===== config.mk =====
export PLATFORM = sky130hd
export DESIGN_NAME = tag_shiftreg_kill_flat
export DESIGN_NICKNAME = d
export VERILOG_FILES = /design/src/rtl/tag_shiftreg_kill_if.sv /design/src/rtl/tag_shiftreg_kill.sv /design/src/flat_wrapper.sv
export SDC_FILE = /design/constraint.sdc
export NUM_CORES = 1
export LEC_CHECK = 0
export CAP_MARGIN = 0
export CORE_ASPECT_RATIO = 1.1
export CORE_MARGIN = 5
export CORE_UTILIZATION = 44
export CTS_CLUSTER_SIZE = 16
export DETAILED_ROUTE_END_ITERATION = 7
export GPL_TIMING_DRIVEN = 0
export PLACE_DENSITY = 0.74
export SETUP_SLACK_MARGIN = 0.5
export SKIP_CTS_REPAIR_TIMING = 1
export SLEW_MARGIN = 15
export SYNTH_ARGS = -nofsm -noshare
export SYNTH_HDL_FRONTEND = slang
export SYNTH_SLANG_ARGS = --single-unit

===== constraint.sdc =====
create_clock -name clk -period 5.2 [get_ports clk]
set_input_delay 0.78 -clock clk [delete_from_list [all_inputs] [get_ports clk]]
set_output_delay 0.78 -clock clk [all_outputs]
set_load 0.05 [all_outputs]

===== src/rtl/tag_shiftreg_kill_if.sv =====
// Datapath and lookup signals of tag_shiftreg_kill, bundled as one port.
// The design side uses the slave modport. The driving side uses the master modport.
interface tag_shiftreg_kill_if #(
  parameter int TAG_SIZE      = 5,
  parameter int DATA_SIZE     = 8,
  parameter int NUM_STAGES    = 3,
  parameter int NUM_TESTPORTS = 3
);
  localparam int COUNT_W = $clog2(NUM_STAGES + 1);

  logic                                      shift;
  logic [TAG_SIZE-1:0]                       tag;
  logic                                      tag_valid;
  logic [DATA_SIZE-1:0]                      datain;
  logic                                      flush;
  logic                                      kill;
  logic [TAG_SIZE-1:0]                       kill_tag;
  logic [NUM_TESTPORTS-1:0][TAG_SIZE-1:0]    test;
  logic [NUM_TESTPORTS-1:0]                  found;
  logic [NUM_TESTPORTS-1:0][NUM_STAGES-1:0]  index;
  logic [NUM_TESTPORTS-1:0][DATA_SIZE-1:0]   dataout;
  logic [NUM_TESTPORTS-1:0]                  hit_input;
  logic                                      out_valid;
  logic [TAG_SIZE-1:0]                       out_tag;
  logic [DATA_SIZE-1:0]                      out_data;
  logic [COUNT_W-1:0]                        count;

  modport master (
    output shift, tag, tag_valid, datain, flush, kill, kill_tag, test,
    input  found, index, dataout, hit_input, out_valid, out_tag, out_data, count
  );

  modport slave (
    input  shift, tag, tag_valid, datain, flush, kill, kill_tag, test,
    output found, index, dataout, hit_input, out_valid, out_tag, out_data, count
  );
endinterface


===== src/rtl/tag_shiftreg_kill.sv =====
// In-flight tag shift register with flush and kill-by-tag.
// Provides multi-port youngest-match lookup, an optional input bypass, a retire port and an occupancy count.
module tag_shiftreg_kill #(
  parameter int TAG_SIZE      = 5,
  parameter int DATA_SIZE     = 8,
  parameter int NUM_STAGES    = 3,
  parameter int NUM_TESTPORTS = 3,
  parameter int BYPASS        = 0
) (
  input logic                clk,
  input logic                reset,
  tag_shiftreg_kill_if.slave bus
);
  localparam int COUNT_W = $clog2(NUM_STAGES + 1);

  logic [NUM_STAGES-1:0]                 valid_q, valid_d;
  logic [NUM_STAGES-1:0][TAG_SIZE-1:0]   tag_q, tag_d;
  logic [NUM_STAGES-1:0][DATA_SIZE-1:0]  data_q, data_d;
  logic                                  out_valid_q, out_valid_d;
  logic [TAG_SIZE-1:0]                   out_tag_q, out_tag_d;
  logic [DATA_SIZE-1:0]                  out_data_q, out_data_d;
  logic [COUNT_W-1:0]                    count_q, count_d;

  logic                                      bypass_ok;
  logic [NUM_TESTPORTS-1:0]                  found_c;
  logic [NUM_TESTPORTS-1:0][NUM_STAGES-1:0]  index_c;
  logic [NUM_TESTPORTS-1:0][DATA_SIZE-1:0]   dataout_c;
  logic [NUM_TESTPORTS-1:0]                  hit_c;

  // Kill and flush act on the post-shift contents; the retiring entry escapes kill.
  always_comb begin
    valid_d     = valid_q;
    tag_d       = tag_q;
    data_d      = data_q;
    out_valid_d = 1'b0;
    out_tag_d   = out_tag_q;
    out_data_d  = out_data_q;
    count_d     = '0;
    if (bus.shift) begin
      out_valid_d = valid_q[NUM_STAGES-1];
      out_tag_d   = tag_q[NUM_STAGES-1];
      out_data_d  = data_q[NUM_STAGES-1];
      for (int i = 1; i < NUM_STAGES; i++) begin
        valid_d[i] = valid_q[i-1];
        tag_d[i]   = tag_q[i-1];
        data_d[i]  = data_q[i-1];
      end
      valid_d[0] = bus.tag_valid;
      tag_d[0]   = bus.tag;
      data_d[0]  = bus.datain;
    end
    if (bus.kill) begin
      for (int i = 0; i < NUM_STAGES; i++) begin
        if (tag_d[i] == bus.kill_tag) valid_d[i] = 1'b0;
      end
    end
    if (bus.flush) begin
      valid_d     = '0;
      out_valid_d = 1'b0;
    end
    for (int i = 0; i < NUM_STAGES; i++) begin
      count_d = count_d + COUNT_W'(valid_d[i]);
    end
  end

  always_ff @(posedge clk) begin
    if (reset) begin
      valid_q     <= '0;
      tag_q       <= '0;
      data_q      <= '0;
      out_valid_q <= 1'b0;
      out_tag_q   <= '0;
      out_data_q  <= '0;
      count_q     <= '0;
    end else begin
      valid_q     <= valid_d;
      tag_q       <= tag_d;
      data_q      <= data_d;
      out_valid_q <= out_valid_d;
      out_tag_q   <= out_tag_d;
      out_data_q  <= out_data_d;
      count_q     <= count_d;
    end
  end

  // The oldest-to-youngest scan makes the youngest match win the data select.
  // A bypassed input is younger than every stage.
  always_comb begin
    bypass_ok = bus.shift && bus.tag_valid && !bus.flush &&
                !(bus.kill && (bus.kill_tag == bus.tag));
    for (int p = 0; p < NUM_TESTPORTS; p++) begin
      index_c[p]   = '0;
      dataout_c[p] = '0;
      hit_c[p]     = 1'b0;
      for (int i = NUM_STAGES - 1; i >= 0; i--) begin
        if (valid_q[i] && (tag_q[i] == bus.test[p])) begin
          index_c[p][i] = 1'b1;
          dataout_c[p]  = data_q[i];
        end
      end
      if ((BYPASS != 0) && bypass_ok && (bus.tag == bus.test[p])) begin
        hit_c[p]     = 1'b1;
        dataout_c[p] = bus.datain;
      end
      found_c[p] = (|index_c[p]) || hit_c[p];
    end
  end

  assign bus.found     = found_c;
  assign bus.index     = index_c;
  assign bus.dataout   = dataout_c;
  assign bus.hit_input = hit_c;
  assign bus.out_valid = out_valid_q;
  assign bus.out_tag   = out_tag_q;
  assign bus.out_data  = out_data_q;
  assign bus.count     = count_q;
endmodule


===== src/flat_wrapper.sv =====
// flat-port wrapper written by rule: the top's interface ports become plain ports
module tag_shiftreg_kill_flat 
#(
  parameter int TAG_SIZE      = 5,
  parameter int DATA_SIZE     = 8,
  parameter int NUM_STAGES    = 3,
  parameter int NUM_TESTPORTS = 3,
  parameter int BYPASS        = 0
)
  (clk, reset, bus_shift, bus_tag, bus_tag_valid, bus_datain, bus_flush, bus_kill, bus_kill_tag, bus_test, bus_found, bus_index, bus_dataout, bus_hit_input, bus_out_valid, bus_out_tag, bus_out_data, bus_count);
  tag_shiftreg_kill_if #(.TAG_SIZE(TAG_SIZE), .DATA_SIZE(DATA_SIZE), .NUM_STAGES(NUM_STAGES), .NUM_TESTPORTS(NUM_TESTPORTS)) bus_i ();
  input logic clk;
  input logic reset;
  input wire logic [$bits(bus_i.shift)-1:0] bus_shift;
  input wire logic [$bits(bus_i.tag)-1:0] bus_tag;
  input wire logic [$bits(bus_i.tag_valid)-1:0] bus_tag_valid;
  input wire logic [$bits(bus_i.datain)-1:0] bus_datain;
  input wire logic [$bits(bus_i.flush)-1:0] bus_flush;
  input wire logic [$bits(bus_i.kill)-1:0] bus_kill;
  input wire logic [$bits(bus_i.kill_tag)-1:0] bus_kill_tag;
  input wire logic [$bits(bus_i.test)-1:0] bus_test;
  output wire logic [$bits(bus_i.found)-1:0] bus_found;
  output wire logic [$bits(bus_i.index)-1:0] bus_index;
  output wire logic [$bits(bus_i.dataout)-1:0] bus_dataout;
  output wire logic [$bits(bus_i.hit_input)-1:0] bus_hit_input;
  output wire logic [$bits(bus_i.out_valid)-1:0] bus_out_valid;
  output wire logic [$bits(bus_i.out_tag)-1:0] bus_out_tag;
  output wire logic [$bits(bus_i.out_data)-1:0] bus_out_data;
  output wire logic [$bits(bus_i.count)-1:0] bus_count;
  assign bus_i.shift = bus_shift;
  assign bus_i.tag = bus_tag;
  assign bus_i.tag_valid = bus_tag_valid;
  assign bus_i.datain = bus_datain;
  assign bus_i.flush = bus_flush;
  assign bus_i.kill = bus_kill;
  assign bus_i.kill_tag = bus_kill_tag;
  assign bus_i.test = bus_test;
  assign bus_found = bus_i.found;
  assign bus_index = bus_i.index;
  assign bus_dataout = bus_i.dataout;
  assign bus_hit_input = bus_i.hit_input;
  assign bus_out_valid = bus_i.out_valid;
  assign bus_out_tag = bus_i.out_tag;
  assign bus_out_data = bus_i.out_data;
  assign bus_count = bus_i.count;
  tag_shiftreg_kill #(.TAG_SIZE(TAG_SIZE), .DATA_SIZE(DATA_SIZE), .NUM_STAGES(NUM_STAGES), .NUM_TESTPORTS(NUM_TESTPORTS), .BYPASS(BYPASS)) u_core (.clk(clk), .reset(reset), .bus(bus_i));
endmodule

==> impl_metrics.env, run 1 <==
export IMPL_status="completed"
export IMPL_totalWireLength_mm=10.3
export IMPL_crit_path_max_incr_delay_ns=0.81
export IMPL_start_util=0.447
export IMPL_area_delta_synth_final_pct=34.4
export IMPL_cp_data_required_time_ns=4.42
export IMPL_setup_viol=0
export IMPL_period_share=0.803
export IMPL_p_leak_nw=1.93
export IMPL_pin_count=94
export IMPL_clk_latency_ns=0.35
export IMPL_post_drt_wl_per_cell_microns=17.5
export IMPL_hold_depth=2
export IMPL_ff2ff_path_depth=7
export IMPL_postLayoutSetupSlackWorst_ns=1.02
export IMPL_vias=3129
export IMPL_final_util=0.600
export IMPL_drive_gt1_frac=0.100
export IMPL_die_w_microns=95.2
export IMPL_tightest_slew_ns=0.591
export IMPL_postRouteAntennaNets=0
export IMPL_vias_per_cell=5.33
export IMPL_drtIter0Drc=175
export IMPL_slew_violations=0
export IMPL_grt_pass1_vias=3222
export IMPL_hold_path_class="register to register"
export IMPL_cp_slowest_cell="clkdlybuf4s50_1"
export IMPL_power_density_nw_per_um2=222
export IMPL_grt_usage=0.211
export IMPL_insertedDiodeCount=0
export IMPL_ys_ff_latch=58
export IMPL_synth_top_cell_area_share=0.330
export IMPL_cp_top_family="buffers and inverters"
export IMPL_cts_tree="built"
export IMPL_path_depth=8
export IMPL_dpl_instance_area_sq_um=4540
export IMPL_finalHoldViolations=0
export IMPL_fp_row_count=34
export IMPL_die_h_microns=104
export IMPL_ys_types=28
export IMPL_endpoint_kind="primary output"
export IMPL_cp_cell_sequence="clkdlybuf4s50_1, xor2_1, nor4_2, nand3_2, buf_6, o221ai_1, o21a_1, clkdlybuf4s50_1"
export IMPL_root_buffer="clkbuf_8"
export IMPL_relSlewSlack=0.606
export IMPL_io_buffers=88
export IMPL_power_total_w=0.00105
export IMPL_grt_max_degree=11
export IMPL_period_minus_slack_ns=4.18
export IMPL_yosysSeqAreaShare=0.330
export IMPL_crit_path_frequent_cell="clkdlybuf4s50_1"
export IMPL_yosys_area_top_type="dfxtp_1"
export IMPL_path_class="primary input to primary output"
export IMPL_dieArea_sq_um=9880
export IMPL_post_place_ws_ns=1.04
export IMPL_fin_tns_setup_ns=0
export IMPL_cap_violations=0
export IMPL_cts_sinks=58
export IMPL_drc=0
export IMPL_ir_worst_vdd_v=0.000189
export IMPL_finClkSkew_ns=0.0110
export IMPL_firstDrtPassIters=5
export IMPL_yosys_top_cells_area="dfxtp_1, mux2i_1, xnor2_1"
export IMPL_grt_setup_unrepaired="false"
export IMPL_cts_made_buffers=9
export IMPL_start_kind="primary input"
export IMPL_dp_hpwl_mm=7.91
export IMPL_cts_max_level=3
export IMPL_core_area_sq_um=7870
export IMPL_nets=515
export IMPL_yosys_warnings=0
export IMPL_max_freq_ghz=0.240
export IMPL_synth_area_sq_um=3520
export IMPL_path_clk_slew_ns=0.06
export IMPL_synth_avg_cell_area_sq_um=9.40
export IMPL_postLayoutCellArea_sq_um=4730
export IMPL_syn_inst=374
export IMPL_cp_max_fo=10
export IMPL_antenna_found_initial=0
export IMPL_grt_overflow_total=0
export IMPL_critPathBufInv=3
export IMPL_clockBufferDepth=2
export IMPL_grt_first_pass_wirelength_mm=16.3
export IMPL_globalplace_congestion=0.906
export IMPL_worstPathArrival_ns=3.40
-- routing by layer --
metal  GRT usage  vias up  part of all wire
met5           0        -                 0
met4      0.0928        0             0.029
met3      0.0631       25             0.087
met2       0.333      170              0.48
met1       0.262     1432              0.40
li1            -     1502                 -
-- worst reg2reg max path, cell delays in order, from the launching register on --
cell,delay [ns]
dfxtp_1,0.47
mux2i_1,0.16
xnor2_1,0.16
nor4_1,0.36
and3_1,0.27
nor3_1,0.08
fa_1,0.48
nor2b_1,0.14
-- state kept, by name (all words and copies together) (netlist names) --
name / flops
u_core.data_q: 24
u_core.tag_q: 15
u_core.bus.out_data: 8
u_core.bus.out_tag: 5
u_core.valid_q: 3
u_core.bus.count: 2
u_core.bus.out_valid: 1
-- through the flow --
step / std cells / hold WS (ns)
floorplan: 376 / 0.483
global placement: 572 / 0.480
detailed placement: 572 / 0.490
CTS: 587 / 0.505
global route: 587 / 0.517
finish: 587 / 0.499
-- synth_stat cells (all sizes together) --
cell / count
dfxtp: 58
and3: 6
fa: 1
nor2b: 2
nor3: 7
inv: 4
o21a: 24
mux2i: 55
nand2: 20
dlygate4sd1: 1
nor4: 9
o311ai: 3
xor2: 30
or2: 3
conb: 1
xnor2: 30
buf: 22
clkbuf: 7
nand3: 6
nor2: 58
or3: 3
o221ai: 24
-- cell type report --
class,count,area [sq um]
Sequential cell,58,1160
Timing Repair Buffer,88,881
Tap cell,108,135
Inverter,4,15.0
Multi-Input combinational cell,284,2130
Buffer,30,221
Fill cell,684,3140
Clock inverter,3,40.0
Clock buffer,12,145
-- final timing paths --
path                                           start                                  to  slack [ns]
setup / recovery                         bus_test[1]                      bus_dataout[5]        1.02
hold / removal    u_core.bus.out_tag[3]$_SDFFE_PP0P_  u_core.bus.out_tag[3]$_SDFFE_PP0P_        0.50
setup reg to reg          u_core.tag_q[4]$_SDFF_PP0_      u_core.bus.count[0]$_SDFF_PP0_        2.96
hold reg to reg   u_core.bus.out_tag[3]$_SDFFE_PP0P_  u_core.bus.out_tag[3]$_SDFFE_PP0P_        0.50
-- power breakdown --
part	internal, W	switching, W	total (W)
clock network	0.000230	0.000175	0.000405
logic	0.0000801	0.0000913	0.000171
registers	0.000457	0.0000137	0.000471
-- layout by cell type, fill, tap and decap left out --
master | Yosys | routed
nor4_2 | 3 | 3
clkbuf_8 | 0 | 10
nor2b_1 | 2 | 2
nor3_2 | 3 | 3
o221ai_1 | 24 | 24
xor2_1 | 30 | 30
inv_1 | 4 | 4
nand2_1 | 20 | 20
dfxtp_1 | 58 | 58
nand3_2 | 3 | 3
clkbuf_1 | 6 | 8
o21a_1 | 24 | 24
buf_2 | 7 | 7
mux2i_1 | 55 | 55
clkdlybuf4s50_1 | 0 | 88
clkbuf_2 | 1 | 1
clkinv_2 | 0 | 2
or3_1 | 3 | 3
nand3_1 | 3 | 3
conb_1 | 1 | 3
o311ai_4 | 3 | 3
and3_1 | 6 | 6
fa_1 | 1 | 1
nor2_1 | 58 | 58
nor3_1 | 4 | 4
bufinv_16 | 0 | 1
xnor2_1 | 30 | 30
dlygate4sd1_1 | 1 | 1
or2_1 | 3 | 3
buf_6 | 10 | 10
nor4_1 | 6 | 6
buf_4 | 5 | 5
-- kinds of logic (layout without fill, tap and decap cells) --
group / Yosys count / after routing / synth area share
adders and majority gates: 1 / 1 / 0.00569
muxes: 55 / 55 / 0.157
buffers and inverters: 34 / 137 / 0.0672
and+or+nand+nor: 114 / 114 / 0.157
DFF: 58 / 58 / 0.330
AOI/OAI and AO/OA: 51 / 51 / 0.133
xor gates and xnor gates: 60 / 60 / 0.149
other: 1 / 3 / 0.00107
No activity file was read; power rests on OpenSTA's default activity.
==> run 2, diff against run 1 <==
- PLACE_DENSITY: 0.74 -> 0.77
- clock period: 5.2 -> 3.5 ns (I/O delays scaled with it)
==> impl_metrics.env, run 2 (synthesized netlist as in run 1, its figures left out) <==
export IMPL_vias=3305
export IMPL_postLayoutSetupSlackWorst_ns=0.520
export IMPL_max_freq_ghz=0.336
export IMPL_relSlewSlack=0.608
export IMPL_grt_overflow_total=0
export IMPL_antenna_found_initial=0
export IMPL_p_leak_nw=2.55
export IMPL_path_clk_slew_ns=0.07
export IMPL_drc=0
export IMPL_start_kind="register"
export IMPL_p_comb_frac=0.167
export IMPL_num_fill_cells=693
export IMPL_drtIter0Drc=153
export IMPL_sw_frac_of_total=0.276
export IMPL_dieArea_sq_um=9880
export IMPL_finalHoldViolations=0
export IMPL_globalplace_congestion=0.889
export IMPL_largest_reg_flops=24
export IMPL_grt_usage=0.215
export IMPL_nets=531
export IMPL_post_drt_wl_per_cell_microns=18.2
export IMPL_fin_cells=604
export IMPL_postRouteAntennaNets=0
export IMPL_pin_count=94
export IMPL_whs_ns=0.495
export IMPL_status="completed"
export IMPL_cap_violations=0
export IMPL_power_density_nw_per_um2=320
export IMPL_area_delta_synth_final_pct=40.4
export IMPL_tightest_slew_ns=0.588
export IMPL_core_area_sq_um=7870
export IMPL_clk_latency_ns=0.35
export IMPL_root_buffer="clkbuf_8"
export IMPL_p_seq_frac=0.442
export IMPL_grt_first_pass_wirelength_mm=16.7
export IMPL_grt_pass1_vias=3271
export IMPL_totalWireLength_mm=11.0
export IMPL_worstPathArrival_ns=2.46
export IMPL_setup_viol=0
export IMPL_io_buffers=88
export IMPL_final_util=0.628
export IMPL_slew_violations=0
export IMPL_finClkSkew_ns=0.00993
export IMPL_drive_gt1_frac=0.159
export IMPL_cp_slowest_cell="dfxtp_1"
export IMPL_firstDrtPassIters=5
export IMPL_cts_tree="built"
export IMPL_cp_max_fo=7
export IMPL_top_register="u_core.data_q"
export IMPL_post_place_ws_ns=-0.186
export IMPL_period_share=0.851
export IMPL_cp_data_required_time_ns=2.97
export IMPL_pwr_share_clk=0.391
export IMPL_cts_sinks=58
export IMPL_endpoint_kind="primary output"
export IMPL_die_h_microns=104
export IMPL_p_sw_w=0.000436
export IMPL_die_w_microns=95.2
export IMPL_clockBufferDepth=2
export IMPL_layout_common_cells="nor2_1, dfxtp_1, mux2i_1, clkdlybuf4s50_1, dlymetal6s2s_1"
export IMPL_grt_setup_unrepaired="true"
export IMPL_crit_path_max_incr_delay_ns=0.48
export IMPL_cp_cell_sequence="xor2_1, nor4_2, nand3_2, buf_4, o221ai_1, o21a_1, dlymetal6s2s_1"
export IMPL_cts_max_level=3
export IMPL_vias_per_cell=5.47
export IMPL_insertedDiodeCount=0
export IMPL_hold_path_class="register to register"
export IMPL_place_inst=572
export IMPL_p_int_w=0.00115
export IMPL_dp_hpwl_mm=7.89
export IMPL_fp_row_count=34
export IMPL_ir_worst_vdd_v=0.000192
export IMPL_start_util=0.447
export IMPL_grt_max_degree=11
export IMPL_period_minus_slack_ns=2.98
export IMPL_path_class="register to primary output"
export IMPL_cts_made_buffers=9
[run 2: cell count changes in the layout (fill, tap and decap cells not counted), sizes merged]
cell | previous run | this run
clkdlybuf4s50 | 88 | 40
dlymetal6s2s | 0 | 35
buf | 22 | 40
clkbuf | 19 | 28
clkinv | 2 | 4
nand3 | 6 | 7
[run 2: cell type report]
cell class                 count  area [sq um]  share of cell area
sequential                    58          1160               0.235
multi-input combinational    285          2150               0.436
clock inverter                 5          53.8              0.0109
tap                          108           135              0.0274
clock buffer                  11           141              0.0286
inverter                       4          15.0             0.00304
timing repair buffer         103          1060               0.214
buffer                        30           221              0.0448
[run 2: power groups by stage]
| stage | logic (W) | clock network [W] | registers (W) |
|---|---|---|---|
| detailed placement | 0.000255 | 0 | 0.000714 |
| global placement | 0.000251 | 0 | 0.000712 |
| CTS | 0.000256 | 0.000629 | 0.000699 |
| floorplan | 0.000158 | 0 | 0.000713 |
| global route | 0.000282 | 0.000660 | 0.000701 |
| finish | 0.000264 | 0.000618 | 0.000699 |
[run 2: worst max-delay path: cells and delay by family, from the launching register on]
kind	cells	cell delay, ns
AO/OA/AOI/OAI	2	0.25
buffers and inverters	2	0.67
flip-flops	1	0.48
XOR/XNOR	1	0.13
AND/OR/NAND/NOR	2	0.58
[run 2: stage by stage]
step | power (W) | TNS (ns) | instance area, sq um
2_1_floorplan | 0.000871 | 0 | 3520
3_3_place_gp | 0.000963 | -0.801 | 4540
3_5_place_dp | 0.000968 | -1.20 | 4540
4_1_cts | 0.00158 | -1.31 | 4740
5_1_grt | 0.00164 | 0 | 4940
6_report | 0.00158 | 0 | 4940
[run 2: per-layer routing]
layer / wire, microns / GRT usage / vias up
li1: - / - / 1539
met1: 4200 / 0.255 / 1583
met2: 5570 / 0.362 / 165
met3: 1030 / 0.0587 / 18
met4: 190 / 0.0825 / 0
met5: 0 / 0 / -
[run 2: path summary, 6_finish.rpt]
kind | startpoint | end | slack [ns] | cells past startpoint
max | u_core.tag_q[1]$_SDFF_PP0_ | bus_dataout[17] | 0.52 | 7
max reg2reg | u_core.tag_q[4]$_SDFF_PP0_ | u_core.bus.count[0]$_SDFF_PP0_ | 1.35 | 7
min | u_core.bus.out_data[7]$_SDFFE_PP0P_ | u_core.bus.out_data[7]$_SDFFE_PP0P_ | 0.49 | 2
min reg2reg | u_core.bus.out_data[7]$_SDFFE_PP0P_ | u_core.bus.out_data[7]$_SDFFE_PP0P_ | 0.49 | 2
==> run 3, diff against run 2 <==
- ABC_AREA: unset -> 1
- PLACE_DENSITY: 0.77 -> 0.75
==> impl_metrics.env, run 3 <==
export IMPL_status="completed"
export IMPL_ys_ff_latch=58
export IMPL_critPathBufInv=4
export IMPL_start_kind="primary input"
export IMPL_cp_top_family="buffers and inverters"
export IMPL_insertedDiodeCount=0
export IMPL_area_delta_synth_final_pct=30.1
export IMPL_crit_path_frequent_cell="nand2_1"
export IMPL_reg2reg_slack_ns=1.52
export IMPL_p_leak_nw=2.64
export IMPL_tightest_slew_ns=0.620
export IMPL_synth_common_cells="nand2_1, nor2_1, dfxtp_1"
export IMPL_post_drt_wl_per_cell_microns=15.6
export IMPL_worstPathArrival_ns=2.51
export IMPL_drtIter0Drc=322
export IMPL_slew_violations=0
export IMPL_async_reset_ff_frac=0
export IMPL_multi_input_area_sq_um=2440
export IMPL_grt_max_degree=12
export IMPL_seqCellArea_sq_um=1160
export IMPL_ff2ff_path_depth=13
export IMPL_r2r_start="u_core.tag_q[2]$_SDFF_PP0_"
export IMPL_io_buffers=89
export IMPL_endpoint_kind="primary output"
export IMPL_cap_violations=0
export IMPL_antenna_found_initial=0
export IMPL_max_freq_ghz=0.330
export IMPL_nets=820
export IMPL_drc=0
export IMPL_final_common_cell="nand2_1"
export IMPL_layout_common_cells="nand2_1, nor2_1, dfxtp_1, clkdlybuf4s50_1, a21oi_1"
export IMPL_cts_made_buffers=9
export IMPL_yosys_top_cells_area="dfxtp_1, nand2_1, nor2_1"
export IMPL_setup_worst_path_start="bus_test[9]"
export IMPL_finalHoldViolations=0
export IMPL_finClkSkew_ns=0.00662
export IMPL_top_register="u_core.data_q"
export IMPL_setup_viol=0
export IMPL_cp_data_required_time_ns=2.97
export IMPL_grt_setup_unrepaired="true"
export IMPL_clk_latency_ns=0.34
export IMPL_power_density_nw_per_um2=335
export IMPL_cts_sinks=58
export IMPL_path_depth=11
export IMPL_post_place_ws_ns=0.0383
export IMPL_grt_usage=0.261
export IMPL_ys_types=29
export IMPL_vias_per_cell=5.28
export IMPL_cts_max_level=3
export IMPL_relSlewSlack=0.587
export IMPL_fp_row_count=36
export IMPL_rr_endpoint="u_core.bus.count[0]$_SDFF_PP0_"
export IMPL_dp_hpwl_mm=10.8
export IMPL_grt_pass1_vias=4565
export IMPL_cp_cell_sequence="clkdlybuf4s50_1, inv_1, nand2_1, nand2_1, nor2_1, nand3_4, buf_6, nand2_1, nand2_1, nand2_1, dlymetal6s2s_1"
export IMPL_yosys_warnings=0
export IMPL_dpl_instance_area_sq_um=4970
export IMPL_path_clk_slew_ns=0.07
export IMPL_synth_area_sq_um=3930
export IMPL_yosysMostFrequentCell="nand2_1"
export IMPL_dieArea_sq_um=10900
export IMPL_synth_avg_cell_area_sq_um=5.82
export IMPL_num_fill_cells=914
export IMPL_synth_top_cell_area_share=0.295
export IMPL_die_w_microns=100
export IMPL_core_area_sq_um=8780
export IMPL_largest_reg_flops=24
export IMPL_period_minus_slack_ns=3.03
export IMPL_synth_top_flop_cell="dfxtp_1"
export IMPL_postLayoutCellArea_sq_um=5110
export IMPL_drive_gt1_frac=0.120
export IMPL_synth_enable_flop_cells=0
export IMPL_pin_count=94
export IMPL_crit_path_max_incr_delay_ns=0.54
export IMPL_cts_tree="built"
export IMPL_period_share=0.867
export IMPL_start_util=0.448
export IMPL_vias=4749
export IMPL_totalWireLength_mm=14.0
export IMPL_grt_overflow_total=0
export IMPL_cp_max_fo=10
export IMPL_yosys_area_top_type="dfxtp_1"
export IMPL_postLayoutSetupSlackWorst_ns=0.466
export IMPL_path_class="primary input to primary output"
export IMPL_clockBufferDepth=2
export IMPL_final_util=0.582
export IMPL_grt_first_pass_wirelength_mm=22.4
export IMPL_crit_path_end="bus_dataout[8]"
export IMPL_hold_path_class="register to register"
export IMPL_yosysSeqAreaShare=0.295
export IMPL_postRouteAntennaNets=0
export IMPL_firstDrtPassIters=5
export IMPL_fin_tns_setup_ns=0
export IMPL_globalplace_congestion=0.945
export IMPL_syn_inst=675
export IMPL_root_buffer="clkbuf_8"
export IMPL_ir_worst_vdd_v=0.000214
export IMPL_cp_slowest_cell="clkdlybuf4s50_1"
export IMPL_die_h_microns=109
==> run 3: power breakdown <==
part           total (W)  internal, W  leakage [nW]  switching [W]
Combinational   0.000297     0.000110          2.06       0.000188
Clock           0.000709     0.000399         0.105       0.000309
Sequential      0.000707     0.000681         0.472      0.0000257
Total            0.00171      0.00119          2.64       0.000523
==> run 3: worst min-delay path by stage <==
| stage | from | to | depth (start not counted) |
|---|---|---|---|
| 3_5_place_dp | u_core.bus.out_data[6]$_SDFFE_PP0P_ | u_core.bus.out_data[6]$_SDFFE_PP0P_ | 2 |
| 2_1_floorplan | u_core.valid_q[2]$_SDFF_PP0_ | u_core.bus.out_valid$_SDFF_PP0_ | 2 |
| 4_1_cts | u_core.bus.out_data[6]$_SDFFE_PP0P_ | u_core.bus.out_data[6]$_SDFFE_PP0P_ | 2 |
| 6_report | u_core.bus.out_data[6]$_SDFFE_PP0P_ | u_core.bus.out_data[6]$_SDFFE_PP0P_ | 2 |
| 3_3_place_gp | u_core.bus.out_tag[1]$_SDFFE_PP0P_ | u_core.bus.out_tag[1]$_SDFFE_PP0P_ | 2 |
| 5_1_grt | u_core.bus.out_data[6]$_SDFFE_PP0P_ | u_core.bus.out_data[6]$_SDFFE_PP0P_ | 2 |
==> run 3: layer usage <==
| metal | track usage | share of wire | routed length, microns | vias to the layer above |
|---|---|---|---|---|
| met5 | 0 | 0 | 0 | - |
| li1 | - | - | - | 2339 |
| met2 | 0.457 | 0.50 | 7010 | 212 |
| met3 | 0.0569 | 0.071 | 997 | 41 |
| met1 | 0.295 | 0.39 | 5510 | 2157 |
| met4 | 0.134 | 0.037 | 516 | 0 |
==> run 3: cells by family (layout without fill, tap and decap cells) <==
| group | after synthesis | in the layout | share of synthesized area |
|---|---|---|---|
| AOI/OAI and AO/OA | 70 | 70 | 0.0964 |
| other | 1 | 3 | 0.000954 |
| and+or+nand+nor | 460 | 460 | 0.489 |
| adders and majority gates | 1 | 1 | 0.00509 |
| buffers and inverters | 76 | 184 | 0.0929 |
| xor gates and xnor gates | 9 | 9 | 0.0201 |
| DFF | 58 | 58 | 0.295 |
==> run 3: final cells by class <==
class	count	area share
Multi-Input combinational cell	543	0.477
Inverter	47	0.0345
Timing Repair Buffer	92	0.154
Clock inverter	7	0.0183
Buffer	29	0.0369
Clock buffer	9	0.0242
Tap cell	114	0.0279
Sequential cell	58	0.227
==> run 3: worst min-delay path: stages, from the launching register on <==
cell     delay [ns]
dfxtp_1        0.31
nand2_1        0.06
a21oi_1        0.05
==> run 3: per-stage QoR <==
stage                     power (W)  hold WS, ns  instances
after floorplan            0.000893        0.446        677
after global placement      0.00101        0.450        880
after detailed placement    0.00101        0.454        880
after CTS                   0.00172        0.466        896
after global routing        0.00178        0.491        899
final                       0.00171        0.460        899
